## config.mk

```make
export PLATFORM = sky130hd
export DESIGN_NAME = collatz_sweep
export DESIGN_NICKNAME = d
export VERILOG_FILES = /design/src/rtl/collatz_sweep.sv
export SDC_FILE = /design/constraint.sdc
export NUM_CORES = 1
export LEC_CHECK = 0
export ABC_CLOCK_PERIOD_IN_PS = 4660
export CAP_MARGIN = 30
export CELL_PAD_IN_SITES_DETAIL_PLACEMENT = 1
export CELL_PAD_IN_SITES_GLOBAL_PLACEMENT = 2
export CORE_ASPECT_RATIO = 0.6
export CORE_MARGIN = 4
export CORE_UTILIZATION = 41
export DETAILED_ROUTE_END_ITERATION = 6
export GPL_TIMING_DRIVEN = 1
export HOLD_SLACK_MARGIN = 0.1
export PLACE_DENSITY_LB_ADDON = 0.05
export RECOVER_POWER = 50
export SETUP_SLACK_MARGIN = 0.2
export SYNTH_ARGS = -nofsm -noshare
export SYNTH_HDL_FRONTEND = slang
export SYNTH_SLANG_ARGS = --single-unit
```

## constraint.sdc

```tcl
create_clock -name clk -period 4.66 [get_ports clk]
set_clock_uncertainty 0.15 [all_clocks]
set_input_delay 1.165 -clock clk [delete_from_list [all_inputs] [get_ports clk]]
set_output_delay 1.165 -clock clk [all_outputs]
set_load 0.03 [all_outputs]
```

## src/rtl/collatz_sweep.sv

```systemverilog
// rtl/collatz_sweep.sv - sweeps consecutive start values, stores Collatz lengths in RAM
// Optional longest-sequence tracking is built when COLLATZ_MAX_TRACK_EN is defined.
module collatz_sweep #(
    parameter int N_BITS        = 32,
    parameter int COUNT_BITS    = 16,
    parameter int RAM_WORDS     = 16,
    parameter int RAM_ADDR_BITS = 4
) (
    input  logic                     clk,
    input  logic                     reset,
    input  logic                     go,
    input  logic [N_BITS-1:0]        start,
    input  logic [RAM_ADDR_BITS-1:0] rd_addr,
    output logic [COUNT_BITS-1:0]    rd_data,
    output logic                     busy,
    output logic                     done,
    output logic                     ovf,
    output logic [COUNT_BITS-1:0]    max_count,
    output logic [N_BITS-1:0]        max_start
);

    localparam int DEPTH = 1 << RAM_ADDR_BITS;
    localparam int W3    = N_BITS + 2;
    localparam logic [RAM_ADDR_BITS-1:0] LAST_IDX = RAM_ADDR_BITS'(RAM_WORDS - 1);

    typedef enum logic [2:0] {
        S_IDLE,
        S_LOAD,
        S_ITER,
        S_WRITE,
        S_DONE
    } state_t;

    state_t                   state_q, state_d;
    logic [N_BITS-1:0]        cur_q, cur_d;
    logic [N_BITS-1:0]        n_q, n_d;
    logic [COUNT_BITS-1:0]    cnt_q, cnt_d;
    logic [RAM_ADDR_BITS-1:0] idx_q, idx_d;
    logic                     ovf_q, ovf_d;
    logic [COUNT_BITS-1:0]    rd_data_q;
    logic                     wr_en;
    logic [W3-1:0]            n3;
    logic                     n3_ovf;

    logic [COUNT_BITS-1:0]    mem [DEPTH];

    // 3n+1 in two extra bits so an out-of-range result is visible
    assign n3     = {2'b00, n_q} + {1'b0, n_q, 1'b0} + W3'(1);
    assign n3_ovf = |n3[W3-1:N_BITS];

    always_comb begin
        state_d = state_q;
        cur_d   = cur_q;
        n_d     = n_q;
        cnt_d   = cnt_q;
        idx_d   = idx_q;
        ovf_d   = ovf_q;
        wr_en   = 1'b0;
        case (state_q)
            S_IDLE, S_DONE: begin
                if (go) begin
                    cur_d   = start;
                    idx_d   = '0;
                    ovf_d   = 1'b0;
                    state_d = S_LOAD;
                end
            end
            S_LOAD: begin
                n_d     = cur_q;
                cnt_d   = COUNT_BITS'(1);
                state_d = S_ITER;
            end
            S_ITER: begin
                if (n_q == '0) begin
                    cnt_d   = '0;
                    state_d = S_WRITE;
                end else if (n_q == N_BITS'(1)) begin
                    state_d = S_WRITE;
                end else if (cnt_q == '1) begin
                    ovf_d   = 1'b1;
                    state_d = S_WRITE;
                end else if (n_q[0] && n3_ovf) begin
                    cnt_d   = '1;
                    ovf_d   = 1'b1;
                    state_d = S_WRITE;
                end else begin
                    n_d   = n_q[0] ? n3[N_BITS-1:0] : (n_q >> 1);
                    cnt_d = cnt_q + COUNT_BITS'(1);
                end
            end
            S_WRITE: begin
                wr_en = 1'b1;
                if (idx_q == LAST_IDX) begin
                    state_d = S_DONE;
                end else begin
                    idx_d   = idx_q + RAM_ADDR_BITS'(1);
                    cur_d   = cur_q + N_BITS'(1);
                    state_d = S_LOAD;
                end
            end
            default: state_d = S_IDLE;
        endcase
    end

    always_ff @(posedge clk) begin
        if (reset) begin
            state_q   <= S_IDLE;
            cur_q     <= '0;
            n_q       <= '0;
            cnt_q     <= '0;
            idx_q     <= '0;
            ovf_q     <= 1'b0;
            rd_data_q <= '0;
        end else begin
            state_q   <= state_d;
            cur_q     <= cur_d;
            n_q       <= n_d;
            cnt_q     <= cnt_d;
            idx_q     <= idx_d;
            ovf_q     <= ovf_d;
            rd_data_q <= mem[rd_addr];
        end
    end

    // RAM is never cleared; a write in a reset cycle is suppressed
    always_ff @(posedge clk) begin
        if (wr_en && !reset) begin
            mem[idx_q] <= cnt_q;
        end
    end

`ifdef COLLATZ_MAX_TRACK_EN
    logic [COUNT_BITS-1:0] max_count_q, max_count_d;
    logic [N_BITS-1:0]     max_start_q, max_start_d;
    logic                  clear_max;

    assign clear_max = ((state_q == S_IDLE) || (state_q == S_DONE)) && go;

    // strict compare keeps the earliest start on ties
    always_comb begin
        max_count_d = max_count_q;
        max_start_d = max_start_q;
        if (clear_max) begin
            max_count_d = '0;
            max_start_d = '0;
        end else if (wr_en && (cnt_q > max_count_q)) begin
            max_count_d = cnt_q;
            max_start_d = cur_q;
        end
    end

    always_ff @(posedge clk) begin
        if (reset) begin
            max_count_q <= '0;
            max_start_q <= '0;
        end else begin
            max_count_q <= max_count_d;
            max_start_q <= max_start_d;
        end
    end

    assign max_count = max_count_q;
    assign max_start = max_start_q;
`else
    assign max_count = '0;
    assign max_start = '0;
`endif

    assign rd_data = rd_data_q;
    assign busy    = (state_q == S_LOAD) || (state_q == S_ITER) || (state_q == S_WRITE);
    assign done    = (state_q == S_DONE);
    assign ovf     = ovf_q;

endmodule
```

==> flow_summary.yaml, run 1 <==
cells_and_area:
  fin_util: 0.472
  finalNetCount: 1621
  drive_gt1_frac: 0.124
  stdcell_count: 2124
  syn_to_final_growth_pct: 12.8
  n_fill_cell: 4424
die:
  die_x_um: 276
  dieArea_mm2: 0.0466
  core_mm2: 0.0422
  fp-row-count: 58
  start_util: 0.419
  fp.dieH_um: 169
  ioPinCount: 106
clocking:
  cts_buffers: 36
  cts_buffer_depth: 3
  clockRootBuffer: "clkbuf_16"
  cts_setup_buffers: 0
  clkTransAtPathRegs_ns: 0.06
  cts_tree: "built"
  cts_hold_buffers: 0
  ctsResizeCount: 0
  clock_sinks: 360
  h-tree-depth: 2
  clock_latency_ns: 0.54
setup_path:
  crit_arrival_ns: 4.40
  path_class: "reg -> reg"
  timing.rr.end: "n_q[21]"
  cp-start-kind: "register"
  reg2reg_depth: 12
  r2r-start: "cnt_q[0]"
  path_max_fanout: 35
  cp-end-kind: "register"
  crit_required_ns: 4.98
  r2r_setup_slack_ns: 0.58
min_path:
  whs_endpoint: "cur_q[6]"
  hold_path.class: "reg -> reg"
  holdPathStages: 2
  min_from: "cur_q[6]"
global_route:
  grt_overflow: 0
  grt_pass1_wl_mm: 79.4
  grt_usage: 0.221
  grt_max_degree: 61
  grt_pass1_vias: 12258
  antenna_found_initial: 2
synth:
  syn_area_mm2: 0.0177
  synthArstFlopShare: 0
  yosysUniqueCellTypes: 70
  ys_warn_count: 0
  ys_seq_elements: 360
  synth_edf_count: 256
  netlist_instances: 1471
  synthFlopType: "edfxtp_1"
  avgSynthCellArea_um2: 12.0
  yosysSeqAreaShare: 0.553
route:
  drtPass1Iterations: 5
  vias: 12142
  avgViaCountPerCell: 5.72
  drc_errors: 0
  post_drt_wl_per_cell_um: 24.4
  drt-total-wl_mm: 51.8
  ant_nets: 0
  drt_iter0_drc: 1151
sta:
  rsz0062_at_grt: "false"
  relSlewSlack: -0.636
  fin_tns_setup_ns: 0
  setup_viol: 0
  finalHoldViolCount: 0
  fin_crit_sh: 0.875
  period_needed_ns: 4.08
  slew_violations: 126
  fmax_ghz: 0.245
  worst_pin_slew_ns: 2.45
run:
  maxCapViolations: 5
place:
  dp.cells: 2055
  gp_congestion: 0.888
  post-dp-hpwl_mm: 35.2
  numPortBuffers: 57
pwr:
  p_leak_nw: 6.76
  vdd_drop_max_v: 0.000292
  powerDensity_mw_per_mm2: 397
run_status:
  violations: "max-capacitance violations, max-slew violations"
  status: "complete, but fails checks"
==> worst max-delay path, cell delays in order, from the launching register on <==
cell and delay [ns]:
dfxtp_1 0.31, clkbuf_1 0.67, ha_1 0.35, nand3_1 0.18, nor4_1 0.60, nand3_1 0.28, nand2_1 0.18, a21oi_1 0.11
and2_1 0.25, o21bai_4 0.20, buf_4 0.28, or2_2 0.33, a21oi_1 0.12
==> how the worst max path moves through the flow <==
stage,start,end,slack [ns],depth (start not counted)
after global routing,cnt_q[0],n_q[21],0.35,12
final,cnt_q[0],n_q[21],0.58,12
after global placement,n_q[4],n_q[8],1.02,12
after floorplan,rd_addr[0],rd_data[0],1.15,5
after detailed placement,n_q[19],cnt_q[14],0.91,11
after CTS,n_q[19],cnt_q[14],0.87,11
==> flip-flops by register name, indices dropped and copies added (netlist names), named ones only <==
register,cells
cnt_q,16
cur_q,32
idx_q,4
n_q,31
mem,256
ovf,1
state_q,3
rd_data,16
==> synthesized netlist by cell type, types with 5 or more instances <==
cell type / instances / share of area
nand2_1: 102 / 0.022
o211ai_1: 11 / 0.0047
a211oi_1: 24 / 0.010
nand3_1: 37 / 0.010
edfxtp_1: 256 / 0.43
buf_1: 11 / 0.0023
dfxtp_1: 104 / 0.12
ha_1: 58 / 0.041
and3_1: 11 / 0.0039
a22oi_1: 8 / 0.0034
a311oi_1: 5 / 0.0025
o21ai_0: 92 / 0.026
xor2_1: 10 / 0.0050
and2_1: 22 / 0.0078
nand2b_1: 10 / 0.0035
xnor2_1: 15 / 0.0074
clkbuf_1: 59 / 0.013
mux2i_1: 27 / 0.015
nor2_1: 138 / 0.029
o31ai_1: 11 / 0.0047
nor4_1: 5 / 0.0018
nand4_1: 22 / 0.0078
a21oi_1: 87 / 0.025
o22ai_1: 6 / 0.0021
nor3_1: 29 / 0.0082
o32ai_1: 7 / 0.0035
a31oi_1: 21 / 0.0074
or3_1: 13 / 0.0046
buf_2: 7 / 0.0020
mux4_2: 80 / 0.10
buf_4: 51 / 0.022
inv_1: 48 / 0.010
o2111ai_1: 6 / 0.0030
nand3b_1: 9 / 0.0038
a21o_1: 14 / 0.0059
==> report_power, final <==
part / switching [mW] / internal [mW] / total (mW)
registers: 0.133 / 3.50 / 3.63
logic: 0.883 / 0.503 / 1.39
clock network: 1.28 / 1.61 / 2.89
==> cells by family after synthesis <==
logic type,after synthesis,share of synthesized area
and+or+nand+nor,418,0.111
DFF,360,0.553
AOI/OAI and AO/OA,322,0.114
buffers and inverters,179,0.0502
muxes,107,0.117
adders and majority gates,59,0.0422
xor gates and xnor gates,25,0.0124
other,1,0.000212
==> stage by stage <==
step                      worst slack [ns]  hold WS (ns)  power [mW]  cell area (µm²)
after detailed placement             0.906         0.368        5.08            18800
after floorplan                       1.15         0.321        4.67            17900
after global placement                1.02         0.356        5.06            18800
final                                0.584         0.387        7.91            19900
after CTS                            0.866         0.385        7.98            20000
after global routing                 0.350         0.432        8.28            19900
==> metal layers <==
layer | GRT usage | part of all wire
met3 | 0.0353 | 0.059
met1 | 0.376 | 0.54
met2 | 0.294 | 0.39
met4 | 0.0383 | 0.015
met5 | 0 | 0
==> cell usage in the layout, fill, tap and decap left out, drive strengths merged, types with 13 or more instances in the layout <==
cell | Yosys | final
nor3 | 29 | 29
dfxtp | 104 | 104
nand4 | 22 | 22
clkbuf | 59 | 63
or3 | 13 | 13
a21oi | 88 | 88
clkdlybuf4s50 | 0 | 53
conb | 1 | 48
edfxtp | 256 | 256
mux2i | 27 | 27
a21o | 14 | 14
ha | 58 | 58
a211oi | 24 | 24
xnor2 | 15 | 15
a31oi | 21 | 21
nand3 | 37 | 37
buf | 71 | 32
nand2 | 103 | 103
o21ai | 92 | 92
inv | 48 | 52
nor2 | 138 | 138
mux4 | 80 | 80
and2 | 24 | 24
==> final cells by class <==
class                   count  area (µm²)  share of cell area
inverters                  49         184             0.00923
clock inverters            14         136             0.00684
repair buffers             97         845              0.0424
diodes                      3        7.51            0.000377
clock buffers              52        1020              0.0513
flip-flops and latches    360        9770               0.490
multi-input cells         979        7260               0.364
well taps                 570         713              0.0358
No activity file was read; power rests on OpenSTA's default activity.
==> inputs of run 2 (changes only) <==
- SETUP_SLACK_MARGIN: 0.2 -> 0.05
- SKIP_CTS_REPAIR_TIMING: not set -> 1
==> results of run 2 <==
Same layout as run 1: the final DEF is identical, and so are final timing and power.
==> inputs of run 3 (changes only) <==
- ABC_CLOCK_PERIOD_IN_PS: 4660 -> 3900
- SLEW_MARGIN: not set -> 0
- clock period: 4.66 -> 3.9 ns (I/O delays scaled with it)
==> run 3 against run 2 <==
Effect of this change: the flow still finishes with violations (max-capacitance violations, max-slew violations); total power is 19% higher; flip-flop and latch count stayed put; routed wire length is 0.78% higher; largest cell class unchanged; sequential power is 20% higher; via count is 0.39% higher; sequential share of layout area is 0.38 points lower; setup slack worse by 0.34 ns; global-route usage is 0.15 points higher; register-to-register slack worse by 0.34 ns; largest power group unchanged; hold slack worse by 0.0078 ns; final area is 0.77% higher; highest routed layer unchanged.
==> flow_summary.yaml, run 3 (synthesis results as in run 1) <==
die:
  ioPinCount: 106
  start_util: 0.419
  fp-row-count: 58
  fp.dieH_um: 169
  die_x_um: 276
  dieArea_mm2: 0.0466
  core_mm2: 0.0422
global_route:
  antenna_found_initial: 1
  grt_pass1_vias: 12309
  grt_usage: 0.223
  grt_overflow: 0
  grt_pass1_wl_mm: 79.5
  grt_max_degree: 65
run_status:
  violations: "max-capacitance violations, max-slew violations"
  status: "complete, but fails checks"
setup_path:
  reg2reg_depth: 12
  crit_required_ns: 4.14
  path_max_fanout: 31
  path_cells: "inv_1 -> ha_1 -> nand4_1 -> nor3_2 -> nand2_1 -> o211ai_1 -> mux2i_1 -> a221o_1 -> o21bai_4 -> buf_12 -> mux2i_1 -> nor2_1"
  crit_arrival_ns: 3.89
  path_class: "reg -> reg"
  cpMaxStageDelayCell: "ha_1"
  cp-start-kind: "register"
  cpMostUsedCell: "mux2i_1"
  cpPeakStageDelay_ns: 0.48
  cp-end-kind: "register"
place:
  post-dp-hpwl_mm: 35.7
  numPortBuffers: 57
  dp.cells: 2079
  placed_area_mm2: 0.0190
  gp_congestion: 0.865
  pre_cts_ws_ns: 0.276
sta:
  rsz0062_at_grt: "true"
  period_needed_ns: 3.65
  setup_viol: 0
  fmax_ghz: 0.274
  finalWorstSetupSlack_ns: 0.247
  slew_violations: 64
  fin_crit_sh: 0.937
  worst_pin_slew_ns: 1.86
  fin_tns_setup_ns: 0
  finalHoldViolCount: 0
  relSlewSlack: -0.240
clocking:
  clockRootBuffer: "clkbuf_16"
  clkTransAtPathRegs_ns: 0.06
  clock_sinks: 360
  cts_buffers: 36
  cts_tree: "built"
  cts_buffer_depth: 3
  h-tree-depth: 2
  clock_latency_ns: 0.54
route:
  drt_iter0_drc: 1094
  drc_errors: 0
  post_drt_wl_per_cell_um: 24.3
  avgViaCountPerCell: 5.68
  drt-total-wl_mm: 52.2
  ant_nets: 0
  vias: 12189
  drtPass1Iterations: 5
cells_and_area:
  syn_to_final_growth_pct: 13.6
  fin_area_mm2: 0.0201
  mostFrequentLayoutCells: "edfxtp_1 (256), nor2_1 (124), dfxtp_1 (103)"
  layout_commonest_cell: "edfxtp_1"
  largest_reg_flops: 256
  drive_gt1_frac: 0.133
  finalNetCount: 1646
  n_fill_cell: 4428
  top_regs: "mem: 256 flops, cur_q: 32 flops, n_q: 31 flops"
  fin_util: 0.476
  top_register: "mem"
  stdcell_count: 2146
pwr:
  vdd_drop_max_v: 0.000341
  p_leak_nw: 6.85
  powerDensity_mw_per_mm2: 469
min_path:
  holdPathStages: 2
  hold_path.class: "reg -> reg"
run:
  maxCapViolations: 3
==> run 3: metal layers <==
layer	wire length, µm	GRT usage	up-vias
met5	0	0	-
met1	27900	0.374	6225
met2	20700	0.302	298
li1	-	-	5623
met4	487	0.0327	0
met3	3130	0.0387	43
==> run 3: area by class of cell <==
| type | count | area [µm²] | share of cell area |
|---|---|---|---|
| Antenna cell | 1 | 2.50 | 0.000125 |
| Sequential cell | 360 | 9770 | 0.486 |
| Clock inverter | 17 | 149 | 0.00741 |
| Tap cell | 570 | 713 | 0.0355 |
| Inverter | 49 | 184 | 0.00916 |
| Timing Repair Buffer | 122 | 1040 | 0.0518 |
| Clock buffer | 48 | 956 | 0.0476 |
| Multi-Input combinational cell | 979 | 7270 | 0.362 |
==> run 3: worst paths after layout <==
path | startpoint | to | slack [ns]
max | n_q[26] | n_q[6] | 0.25
max reg2reg | n_q[26] | n_q[6] | 0.25
min | cur_q[16] | cur_q[16] | 0.38
min reg2reg | cur_q[16] | cur_q[16] | 0.38
==> run 3: power by group <==
part	internal, mW	switching, mW
combinational	0.650	1.08
sequential	4.18	0.155
clock	1.87	1.48
==> run 3: critical path: cells and delay by family, from the launching register on <==
family / cells / cell delay, ns
compound gates: 3 / 0.95
buf+inv: 2 / 0.33
simple gates: 4 / 0.80
flops: 1 / 0.42
mux: 2 / 0.34
fa+ha+maj: 1 / 0.48
==> run 3: per-stage QoR <==
stage          power (mW)  hold slack (ns)
2_1_floorplan        5.58            0.321
3_3_place_gp         6.12            0.359
3_5_place_dp         6.14            0.372
4_1_cts              9.49            0.383
5_1_grt              9.87            0.412
6_report             9.41            0.379
